--- config.mk ---
export PLATFORM = sky130hd
export DESIGN_NAME = parking_occupancy_counter_flat
export DESIGN_NICKNAME = d
export VERILOG_FILES = /design/src/rtl/parking_pkg.sv /design/src/rtl/parking_occupancy_counter_if.sv /design/src/rtl/parking_lane_decoder.sv /design/src/rtl/parking_occupancy_counter.sv /design/src/flat_wrapper.sv
export SDC_FILE = /design/constraint.sdc
export NUM_CORES = 1
export LEC_CHECK = 0
export BUFFER_PORTS_ARGS = -buffer_cell sky130_fd_sc_hd__buf_4
export CAP_MARGIN = 10
export CORE_UTILIZATION = 55
export CTS_BUF_LIST = sky130_fd_sc_hd__clkbuf_4 sky130_fd_sc_hd__clkbuf_8
export CTS_CLUSTER_SIZE = 12
export DETAILED_ROUTE_END_ITERATION = 8
export PLACE_DENSITY_LB_ADDON = 0.15
export SLEW_MARGIN = 15
export SYNTH_ARGS = -nofsm -noshare
export SYNTH_HDL_FRONTEND = slang
export SYNTH_SLANG_ARGS = --single-unit
--- constraint.sdc ---
create_clock -name clk -period 3.5 [get_ports clk]
set_clock_uncertainty 0.2 [all_clocks]
set_input_delay 0.7 -clock clk [delete_from_list [all_inputs] [get_ports clk]]
set_output_delay 0.7 -clock clk [all_outputs]
set_load 0.02 [all_outputs]
--- src/rtl/parking_pkg.sv ---
// Shared types for the parking occupancy counter: lane FSM state encoding
// and the {a,b} sensor codes seen by each lane decoder.
package parking_pkg;

  typedef enum logic [2:0] {
    IDLE   = 3'd0,
    IN_A   = 3'd1,
    IN_AB  = 3'd2,
    IN_B   = 3'd3,
    OUT_B  = 3'd4,
    OUT_AB = 3'd5,
    OUT_A  = 3'd6,
    BAD    = 3'd7
  } lane_state_e;

  // Sensor codes written as {a,b}; a is the outer beam, b the inner one.
  localparam logic [1:0] S_NONE = 2'b00;
  localparam logic [1:0] S_A    = 2'b10;
  localparam logic [1:0] S_B    = 2'b01;
  localparam logic [1:0] S_AB   = 2'b11;

endpackage

--- src/rtl/parking_occupancy_counter_if.sv ---
// Bundle between the sensor front end (master) and the occupancy counter (slave).
// entry_pulse/exit_pulse act as valid strobes with no ready: every pulse is a
// completed passage and the consumer must take it in the cycle it is high.
interface parking_occupancy_counter_if #(
  parameter int N_LANES = 2,
  parameter int COUNT_W = 4
);
  logic [N_LANES-1:0]   a;
  logic [N_LANES-1:0]   b;
  logic                 clr;
  logic [COUNT_W-1:0]   occupancy;
  logic                 full;
  logic                 empty;
  logic [N_LANES-1:0]   entry_pulse;
  logic [N_LANES-1:0]   exit_pulse;
  logic [N_LANES-1:0]   lane_fault;
  logic                 ovf;
  logic                 unf;
  logic [3*N_LANES-1:0] lane_state;

  modport master (
    output a, b, clr,
    input  occupancy, full, empty, entry_pulse, exit_pulse, lane_fault, ovf, unf, lane_state
  );

  modport slave (
    input  a, b, clr,
    output occupancy, full, empty, entry_pulse, exit_pulse, lane_fault, ovf, unf, lane_state
  );
endinterface

--- src/rtl/parking_lane_decoder.sv ---
// One sensor lane: optional synchroniser/debounce (PARKING_DEBOUNCE_EN) feeding
// the passage FSM that emits registered entry/exit pulses and a fault flag.
module parking_lane_decoder
  import parking_pkg::*;
#(
  parameter int DEB_CYCLES = 4
) (
  input  logic        clk,
  input  logic        reset,
  input  logic        a,
  input  logic        b,
  output logic        entry_pulse,
  output logic        exit_pulse,
  output logic        fault,
  output lane_state_e state_dbg
);

  logic [1:0] ab;

`ifdef PARKING_DEBOUNCE_EN
  localparam int DEB_W = $clog2(DEB_CYCLES + 1);

  logic [1:0]       sync1, sync2, filt;
  logic [DEB_W-1:0] cnt [2];

  // A filter bit flips only once the synchronised input has disagreed with
  // it for DEB_CYCLES consecutive samples; any agreement restarts the count.
  always_ff @(posedge clk or posedge reset) begin
    if (reset) begin
      sync1 <= '0;
      sync2 <= '0;
      filt  <= '0;
      for (int i = 0; i < 2; i++) cnt[i] <= '0;
    end else begin
      sync1 <= {a, b};
      sync2 <= sync1;
      for (int i = 0; i < 2; i++) begin
        if (sync2[i] == filt[i]) begin
          cnt[i] <= '0;
        end else if (cnt[i] == DEB_W'(DEB_CYCLES - 1)) begin
          filt[i] <= sync2[i];
          cnt[i]  <= '0;
        end else begin
          cnt[i] <= cnt[i] + 1'b1;
        end
      end
    end
  end

  assign ab = filt;
`else
  localparam int deb_cycles_unused = DEB_CYCLES;
  assign ab = {a, b};
`endif

  lane_state_e state_q, state_d;
  logic        entry_d, exit_d;

  always_comb begin
    state_d = state_q;
    entry_d = 1'b0;
    exit_d  = 1'b0;
    case (state_q)
      IDLE:   case (ab) S_A: state_d = IN_A;   S_B: state_d = OUT_B;  S_AB: state_d = BAD;    default: ; endcase
      IN_A:   case (ab) S_AB: state_d = IN_AB; S_NONE: state_d = IDLE; S_B: state_d = BAD;    default: ; endcase
      IN_AB:  case (ab) S_B: state_d = IN_B;   S_A: state_d = IN_A;   S_NONE: state_d = BAD;  default: ; endcase
      IN_B:   case (ab) S_NONE: state_d = IDLE; S_AB: state_d = IN_AB; S_A: state_d = BAD;    default: ; endcase
      OUT_B:  case (ab) S_AB: state_d = OUT_AB; S_NONE: state_d = IDLE; S_A: state_d = BAD;   default: ; endcase
      OUT_AB: case (ab) S_A: state_d = OUT_A;  S_B: state_d = OUT_B;  S_NONE: state_d = BAD;  default: ; endcase
      OUT_A:  case (ab) S_NONE: state_d = IDLE; S_AB: state_d = OUT_AB; S_B: state_d = BAD;   default: ; endcase
      BAD:    if (ab == S_NONE) state_d = IDLE;
      default: state_d = IDLE;
    endcase
    // Only the clean final release completes a passage; BAD never pulses.
    entry_d = (state_q == IN_B)  && (ab == S_NONE);
    exit_d  = (state_q == OUT_A) && (ab == S_NONE);
  end

  always_ff @(posedge clk or posedge reset) begin
    if (reset) begin
      state_q     <= IDLE;
      entry_pulse <= 1'b0;
      exit_pulse  <= 1'b0;
    end else begin
      state_q     <= state_d;
      entry_pulse <= entry_d;
      exit_pulse  <= exit_d;
    end
  end

  assign fault     = (state_q == BAD);
  assign state_dbg = state_q;

endmodule

--- src/rtl/parking_occupancy_counter.sv ---
// Multi-lane occupancy counter: per-lane passage decoders feed a shared
// saturating count with sticky overflow/underflow. Debounce via PARKING_DEBOUNCE_EN.
module parking_occupancy_counter
  import parking_pkg::*;
#(
  parameter int N_LANES    = 2,
  parameter int CAPACITY   = 15,
  parameter int DEB_CYCLES = 4
) (
  input  logic                      clk,
  input  logic                      reset,
  parking_occupancy_counter_if.slave bus
);

  localparam int COUNT_W = $clog2(CAPACITY + 1);
  localparam int NET_W   = $clog2(N_LANES + 1) + 1;
  localparam int SUM_W   = COUNT_W + NET_W + 1;
  localparam logic signed [SUM_W-1:0] CAP_S = SUM_W'(CAPACITY);

  logic [N_LANES-1:0] entry_vec, exit_vec, fault_vec;
  lane_state_e        lane_state [N_LANES];

  for (genvar i = 0; i < N_LANES; i++) begin : g_lane
    parking_lane_decoder #(.DEB_CYCLES(DEB_CYCLES)) u_lane (
      .clk         (clk),
      .reset       (reset),
      .a           (bus.a[i]),
      .b           (bus.b[i]),
      .entry_pulse (entry_vec[i]),
      .exit_pulse  (exit_vec[i]),
      .fault       (fault_vec[i]),
      .state_dbg   (lane_state[i])
    );
  end

  logic [3*N_LANES-1:0] lane_state_flat;
  always_comb begin
    lane_state_flat = '0;
    for (int i = 0; i < N_LANES; i++) lane_state_flat[3*i +: 3] = lane_state[i];
  end

  logic [COUNT_W-1:0]      occ_q, occ_d;
  logic                    full_q, empty_q, ovf_q, unf_q;
  logic [NET_W-1:0]        n_entry, n_exit;
  logic signed [NET_W-1:0] net;
  logic signed [SUM_W-1:0] sum;
  logic                    over, under;

  // Entries and exits cancel before the clamp, so +1/-1 while full is a no-op.
  always_comb begin
    n_entry = '0;
    n_exit  = '0;
    for (int i = 0; i < N_LANES; i++) begin
      n_entry = n_entry + NET_W'(entry_vec[i]);
      n_exit  = n_exit + NET_W'(exit_vec[i]);
    end
    net   = $signed(n_entry) - $signed(n_exit);
    sum   = $signed({{(SUM_W-COUNT_W){1'b0}}, occ_q}) + SUM_W'(net);
    over  = 1'b0;
    under = 1'b0;
    occ_d = sum[COUNT_W-1:0];
    if (sum > CAP_S) begin
      over  = 1'b1;
      occ_d = COUNT_W'(CAPACITY);
    end else if (sum < 0) begin
      under = 1'b1;
      occ_d = '0;
    end
  end

  always_ff @(posedge clk or posedge reset) begin
    if (reset) begin
      occ_q   <= '0;
      full_q  <= 1'b0;
      empty_q <= 1'b1;
      ovf_q   <= 1'b0;
      unf_q   <= 1'b0;
    end else if (bus.clr) begin
      occ_q   <= '0;
      full_q  <= 1'b0;
      empty_q <= 1'b1;
      ovf_q   <= 1'b0;
      unf_q   <= 1'b0;
    end else begin
      occ_q   <= occ_d;
      full_q  <= (occ_d == COUNT_W'(CAPACITY));
      empty_q <= (occ_d == '0);
      ovf_q   <= ovf_q | over;
      unf_q   <= unf_q | under;
    end
  end

  assign bus.occupancy   = occ_q;
  assign bus.full        = full_q;
  assign bus.empty       = empty_q;
  assign bus.ovf         = ovf_q;
  assign bus.unf         = unf_q;
  assign bus.entry_pulse = entry_vec;
  assign bus.exit_pulse  = exit_vec;
  assign bus.lane_fault  = fault_vec;
  assign bus.lane_state  = lane_state_flat;

endmodule
--- src/flat_wrapper.sv ---
// flat-port wrapper written by rule: the top's interface ports become plain ports
module parking_occupancy_counter_flat import parking_pkg::*;
#(
  parameter int N_LANES    = 2,
  parameter int CAPACITY   = 15,
  parameter int DEB_CYCLES = 4
)
  (clk, reset, bus_a, bus_b, bus_clr, bus_occupancy, bus_full, bus_empty, bus_entry_pulse, bus_exit_pulse, bus_lane_fault, bus_ovf, bus_unf, bus_lane_state);
  parking_occupancy_counter_if #(.N_LANES(N_LANES)) bus_i ();
  input  logic clk;
  input  logic reset;
  input wire logic [$bits(bus_i.a)-1:0] bus_a;
  input wire logic [$bits(bus_i.b)-1:0] bus_b;
  input wire logic [$bits(bus_i.clr)-1:0] bus_clr;
  output wire logic [$bits(bus_i.occupancy)-1:0] bus_occupancy;
  output wire logic [$bits(bus_i.full)-1:0] bus_full;
  output wire logic [$bits(bus_i.empty)-1:0] bus_empty;
  output wire logic [$bits(bus_i.entry_pulse)-1:0] bus_entry_pulse;
  output wire logic [$bits(bus_i.exit_pulse)-1:0] bus_exit_pulse;
  output wire logic [$bits(bus_i.lane_fault)-1:0] bus_lane_fault;
  output wire logic [$bits(bus_i.ovf)-1:0] bus_ovf;
  output wire logic [$bits(bus_i.unf)-1:0] bus_unf;
  output wire logic [$bits(bus_i.lane_state)-1:0] bus_lane_state;
  assign bus_i.a = bus_a;
  assign bus_i.b = bus_b;
  assign bus_i.clr = bus_clr;
  assign bus_occupancy = bus_i.occupancy;
  assign bus_full = bus_i.full;
  assign bus_empty = bus_i.empty;
  assign bus_entry_pulse = bus_i.entry_pulse;
  assign bus_exit_pulse = bus_i.exit_pulse;
  assign bus_lane_fault = bus_i.lane_fault;
  assign bus_ovf = bus_i.ovf;
  assign bus_unf = bus_i.unf;
  assign bus_lane_state = bus_i.lane_state;
  parking_occupancy_counter #(.N_LANES(N_LANES), .CAPACITY(CAPACITY), .DEB_CYCLES(DEB_CYCLES)) u_core (.clk(clk), .reset(reset), .bus(bus_i));
endmodule
======== Yosys cells after proc, flatten, opt, wreduce, memory -nomap -nowiden ========
Index checks and enable logic that the tools add are counted.
word-level totals
  bits in registers ....................... 18
  bits of input ports ..................... 7
  output and inout port bits .............. 20
  word-level logic and storage cells ...... 95
cells by class
  add/subtract/negate cells ............... 4
  order comparisons ....................... 2
  equal/unequal tests ..................... 37
  muxes and demuxes ....................... 28
  bitwise logic cells ..................... 2
  reductions and logical operators ........ 11
operators by type and width
  cell                count
  $pmux 3 s3          14
  $pmux 3 s8          2
  $ne 4x4->1 const B  10
  $eq 3x3->1 const B  8
  $reduce_and 8->1    2
  $eq 3x2->1 const B  4
  $mux 4              3
  $eq 2x2->1 const B  4
  $ne 4x1->1 const B  2
  $ne 4x2->1 const B  2
  $mux 1              7
  $add 5x3->6         1
  $eq 3x1->1 const B  2
  $gt 6x5->1 const B  1
  $logic_not 3->1     2
  $lt 6x1->1 const B  1
  $mux 3              2
  $add 1x1->2         2
  $eq 2x1->1 const B  2
  $eq 4x4->1 const B  1
  $logic_and 1x1->1   4
  $logic_not 2->1     2
  $logic_not 4->1     1
  $ne 2x1->1 const B  2
  2 further kinds     3

======== Depth between registers and ports, before layout ========
  depth in word-level cells ............... 8
  depth in mapped cells ................... 13
  depth with buffers taken out ............ 13

======== Modules after synthesis ========
From an unflattened synthesis, not the netlist that was laid out.
unflattened totals
  cells, all modules ...................... 228
  area total of the unflattened synthesis .. 1958.1 sq um
by module, submodules not included
  module                                           times used  cells an instance  area each (sq um)  sequential area each (sq um)
  parking_occupancy_counter                        1           86                 743.2              201.4
  parking_lane_decoder at u_core.g_lane[0].u_lane  1           75                 621.8              125.1
  parking_lane_decoder at u_core.g_lane[1].u_lane  1           67                 593.1              125.1

======== Worst setup path after synthesis ========
No wires, ideal clock.
  kind .................................... register to register
  from .................................... reg u_core.g_lane[1].u_lane.exit_pulse
  to ...................................... reg u_core.full_q (netlist: u_core.bus.full)
  setup time .............................. 0.120 ns
  data arrival time ....................... 2.608 ns
  required time ........................... 3.180 ns
  setup slack ............................. 0.572 ns
  cell stages (with the launch flop) ...... 12
  path buffers ............................ 0
  period minus slack after synthesis ...... 2.928 ns
  cell sequence ........................... dfrtp_1 > fa_1 > inv_1 > ha_1 > inv_1 > ha_1 > inv_1 > ha_1 > a21oi_1 > a31oi_1 > a31o_1 > and3_1
between the ends
  longest elaborated chain between the ends .. 8
  elaborated cells between the ends (all ways) .. 9
  those cells by class .................... 3 x add/sub; 2 x order compare; 1 x eq/ne; 3 x mux
ends and longest elaborated chain
  item                    RTL line                         RTL
  from (decl)             parking_lane_decoder.sv:13       output logic exit_pulse,
  from (signal assigned)  parking_lane_decoder.sv:87       exit_pulse <= exit_d;
  $add 1x1->2 (*)         parking_occupancy_counter.sv:55  n_exit = n_exit + NET_W'(exit_vec[i]);
  $sub 2x2->3 (*)         parking_occupancy_counter.sv:57  net = $signed(n_entry) - $signed(n_exit);
  $add 5x3->6 (*)         parking_occupancy_counter.sv:58  sum = $signed({{(SUM_W-COUNT_W){1'b0}}, occ_q}) + SUM_W'(net);
  $lt 6x1->1              parking_occupancy_counter.sv:65  end else if (sum < 0) begin
  $mux 4                  parking_occupancy_counter.sv:65
  $mux 4 (*)              parking_occupancy_counter.sv:62  if (sum > CAP_S) begin
  $eq 4x4->1 (*)          parking_occupancy_counter.sv:86  full_q <= (occ_d == COUNT_W'(CAPACITY));
  $mux 1 (*)              parking_occupancy_counter.sv:78  end else if (bus.clr) begin
  to (signal assigned)    parking_occupancy_counter.sv:86
  to (decl)               parking_occupancy_counter.sv:43  logic full_q, empty_q, ovf_q, unf_q;
Every way passes the cells marked *; elsewhere a longest branch is shown, timed or not.
A chain may end at the register's enable or synchronous reset.

======== Worst setup path after layout ========
Same ends and word-level chain as after synthesis.

==> results.ini <==
[timing]
holdWs_ps=299
maxSlewHeadroom_pct=55.6
rsz0062_at_grt=false
finalSetupViolCount=0
setup_tns_ps=0
fmax_mhz=306
hold_viol=0
fin_crit_sh_pct=93.5
post-route-min-period_ps=3270
finalMaxSlewViolations=0
max_slew.worst_pin.slew_ps=666

[logic_synthesis]
async_reset_ff_share_pct=100
synthesis.area_um2=1800
synth.area.top_cells=dfrtp_1, ha_1, inv_1
syn_inst=205
synth_top_area_share_pct=23.7
ys_seq_elements=18
yosysMostFrequentCell=inv_1
yosys_warnings=0
yosys.area.top_type=dfrtp_1
synth_edf_count=0
syn-num-nets=233
synth.distinct_cells=61
synth.avg_cell_area_um2=8.77
synthTopCellsByCount=inv_1, ha_1, dfrtp_1, nand2_1
ys_seq_area_share_pct=25.1
synthFlopType=dfrtp_1

[worst_setup_path]
reg2reg_depth=12
arrival_ps=3260
r2r_setup_slack_ps=230
start_kind=flip-flop
critical_path_class=reg -> reg
worstPathMaxFanout=7
worstPathRequired_ps=3490
endpoint_kind=flip-flop
r2r_end=u_core.bus.full$_DFF_PP0_
reg2reg_from=u_core.g_lane[1].u_lane.exit_pulse$_DFF_PP0_

[detailed_routing]
ant_nets=0
vias=1517
wire_per_inst_um=14.4
drc=0
routed_wl_um=3770
firstDrtPassIters=4
vias_per_cell=5.79
drtIter0Drc=55

[outcome]
run_status=complete, no violations

[power_and_ir_drop]
power_density_nw_per_um2=755
worst_ir_drop_vdd_uv=310
p_leak_nw=0.910

[clocking]
hold_buffers=0
clk_pin_slew_worst_paths_ps=100
clkSinkCount=18
clk_latency_ps=290
cts_resized=0
root_buffer=clkbuf_4
cts.path.max_buffers=2
cts_max_level=1
cts_buffers=3
postCtsSetupBuffers=0
cts_tree=yes

[job]
cap_violations=0

[finish]
final_nets=247
layout-drive-gt1-share_pct=19.3
fillCellCount=287
antenna_cells=0
area_growth_pct=9.39
finish.utilization_pct=63.9

[global_route]
overflow=0
grt_max_degree=23
grt_use_total_pct=23.9
antenna_found_initial=0
grt_pass1_wl_um=6490
grt_pass1_vias=1451

[floorplanning]
ios=27
die_area_um2=3500
initial_utilization_pct=58.4
die_h_um=59.2
fp.dieW_um=59.2
core_area_um2=3080
rows=20

[min_path]
hold_class=in -> async

[placement]
place_hpwl_um=2830
io_buffers=26
place_congestion=0.955

[worst max-delay path, stage by stage (launching register included)]
cell and delay (ps):
dfrtp_1 410, fa_1 530, inv_1 40, ha_1 180
inv_1 80, ha_1 260, inv_1 70, ha_1 210
a21oi_1 400, o21ai_1 150, o22ai_1 210, o221ai_1 210
and3_1 210
[placed cells by master, fill, tap and decap left out, types with 7 or more instances in the layout]
master / instances
ha_1: 19
o21ai_0: 7
nor2_1: 11
nand2_1: 12
dfrtp_1: 17
nor2b_1: 8
and3_1: 7
a21oi_1: 11
inv_1: 20
buf_4: 26
[through the flow]
step | instances | power (mW) | worst slack, ps | area, um2
finish | 262 | 1.48 | 229 | 1970
global route | 262 | 1.61 | 110 | 1970
CTS | 262 | 1.47 | 318 | 1970
detailed placement | 258 | 1.35 | 344 | 1930
global placement | 258 | 1.31 | 440 | 1930
floorplan | 205 | 1.17 | 572 | 1800
[registers in the layout (all words and copies together) (netlist names)]
| signal | flops |
|---|---|
| u_core.bus.occupancy | 4 |
| u_core.g_lane.u_lane.state_dbg | 6 |
| u_core.g_lane.u_lane.entry_pulse | 2 |
| u_core.bus.empty | 1 |
| u_core.bus.full | 1 |
| u_core.g_lane.u_lane.exit_pulse | 2 |
| u_core.bus.ovf | 1 |
| u_core.bus.unf | 1 |
[cell families (layout without fill, tap and decap cells)]
group                    Yosys count  count (layout)  synth area share, %
AO/OA/AOI/OAI                     53              53                 21.6
XOR/XNOR                           3               3                 1.46
adder cells (fa/ha/maj)           21              21                 15.4
buffers and inverters             37              50                 10.7
flip-flops                        18              18                 25.1
multiplexers                       8               8                 4.66
AND/OR/NAND/NOR                   65              65                 21.0
[layout make-up]
cell class | instances | area (um2) | area share [%]
multi-input cells | 150 | 1150 | 58.7
well taps | 44 | 55.1 | 2.80
clock buffers | 4 | 36.3 | 1.84
repair buffers | 26 | 195 | 9.92
inverters | 20 | 75.1 | 3.82
flip-flops and latches | 18 | 452 | 23.0
[per-layer routing]
| metal | part of all wire, % | global-route usage, % | vias up |
|---|---|---|---|
| li1 | - | - | 757 |
| met1 | 45 | 30.6 | 718 |
| met2 | 52 | 43.0 | 35 |
| met3 | 2.1 | 1.97 | 7 |
| met4 | 1.3 | 6.46 | 0 |
| met5 | 0 | 0 | - |
[how the worst max path moves through the flow]
stage / cells past startpoint / slack [ps] / to / startpoint
floorplan: 11 / 570 / u_core.bus.full$_DFF_PP0_ / u_core.g_lane[1].u_lane.exit_pulse$_DFF_PP0_
global placement: 11 / 440 / u_core.bus.full$_DFF_PP0_ / u_core.g_lane[1].u_lane.exit_pulse$_DFF_PP0_
detailed placement: 12 / 340 / u_core.bus.full$_DFF_PP0_ / u_core.g_lane[1].u_lane.exit_pulse$_DFF_PP0_
CTS: 12 / 320 / u_core.bus.full$_DFF_PP0_ / u_core.g_lane[1].u_lane.exit_pulse$_DFF_PP0_
global route: 12 / 110 / u_core.bus.full$_DFF_PP0_ / u_core.g_lane[1].u_lane.exit_pulse$_DFF_PP0_
finish: 12 / 230 / u_core.bus.full$_DFF_PP0_ / u_core.g_lane[1].u_lane.exit_pulse$_DFF_PP0_
[where the power goes]
| group | total (mW) | internal [mW] | switching (mW) |
|---|---|---|---|
| registers | 0.468 | 0.276 | 0.192 |
| logic | 0.890 | 0.435 | 0.455 |
| clock network | 0.127 | 0.0633 | 0.0632 |
No activity file was read; power rests on OpenSTA's default activity.
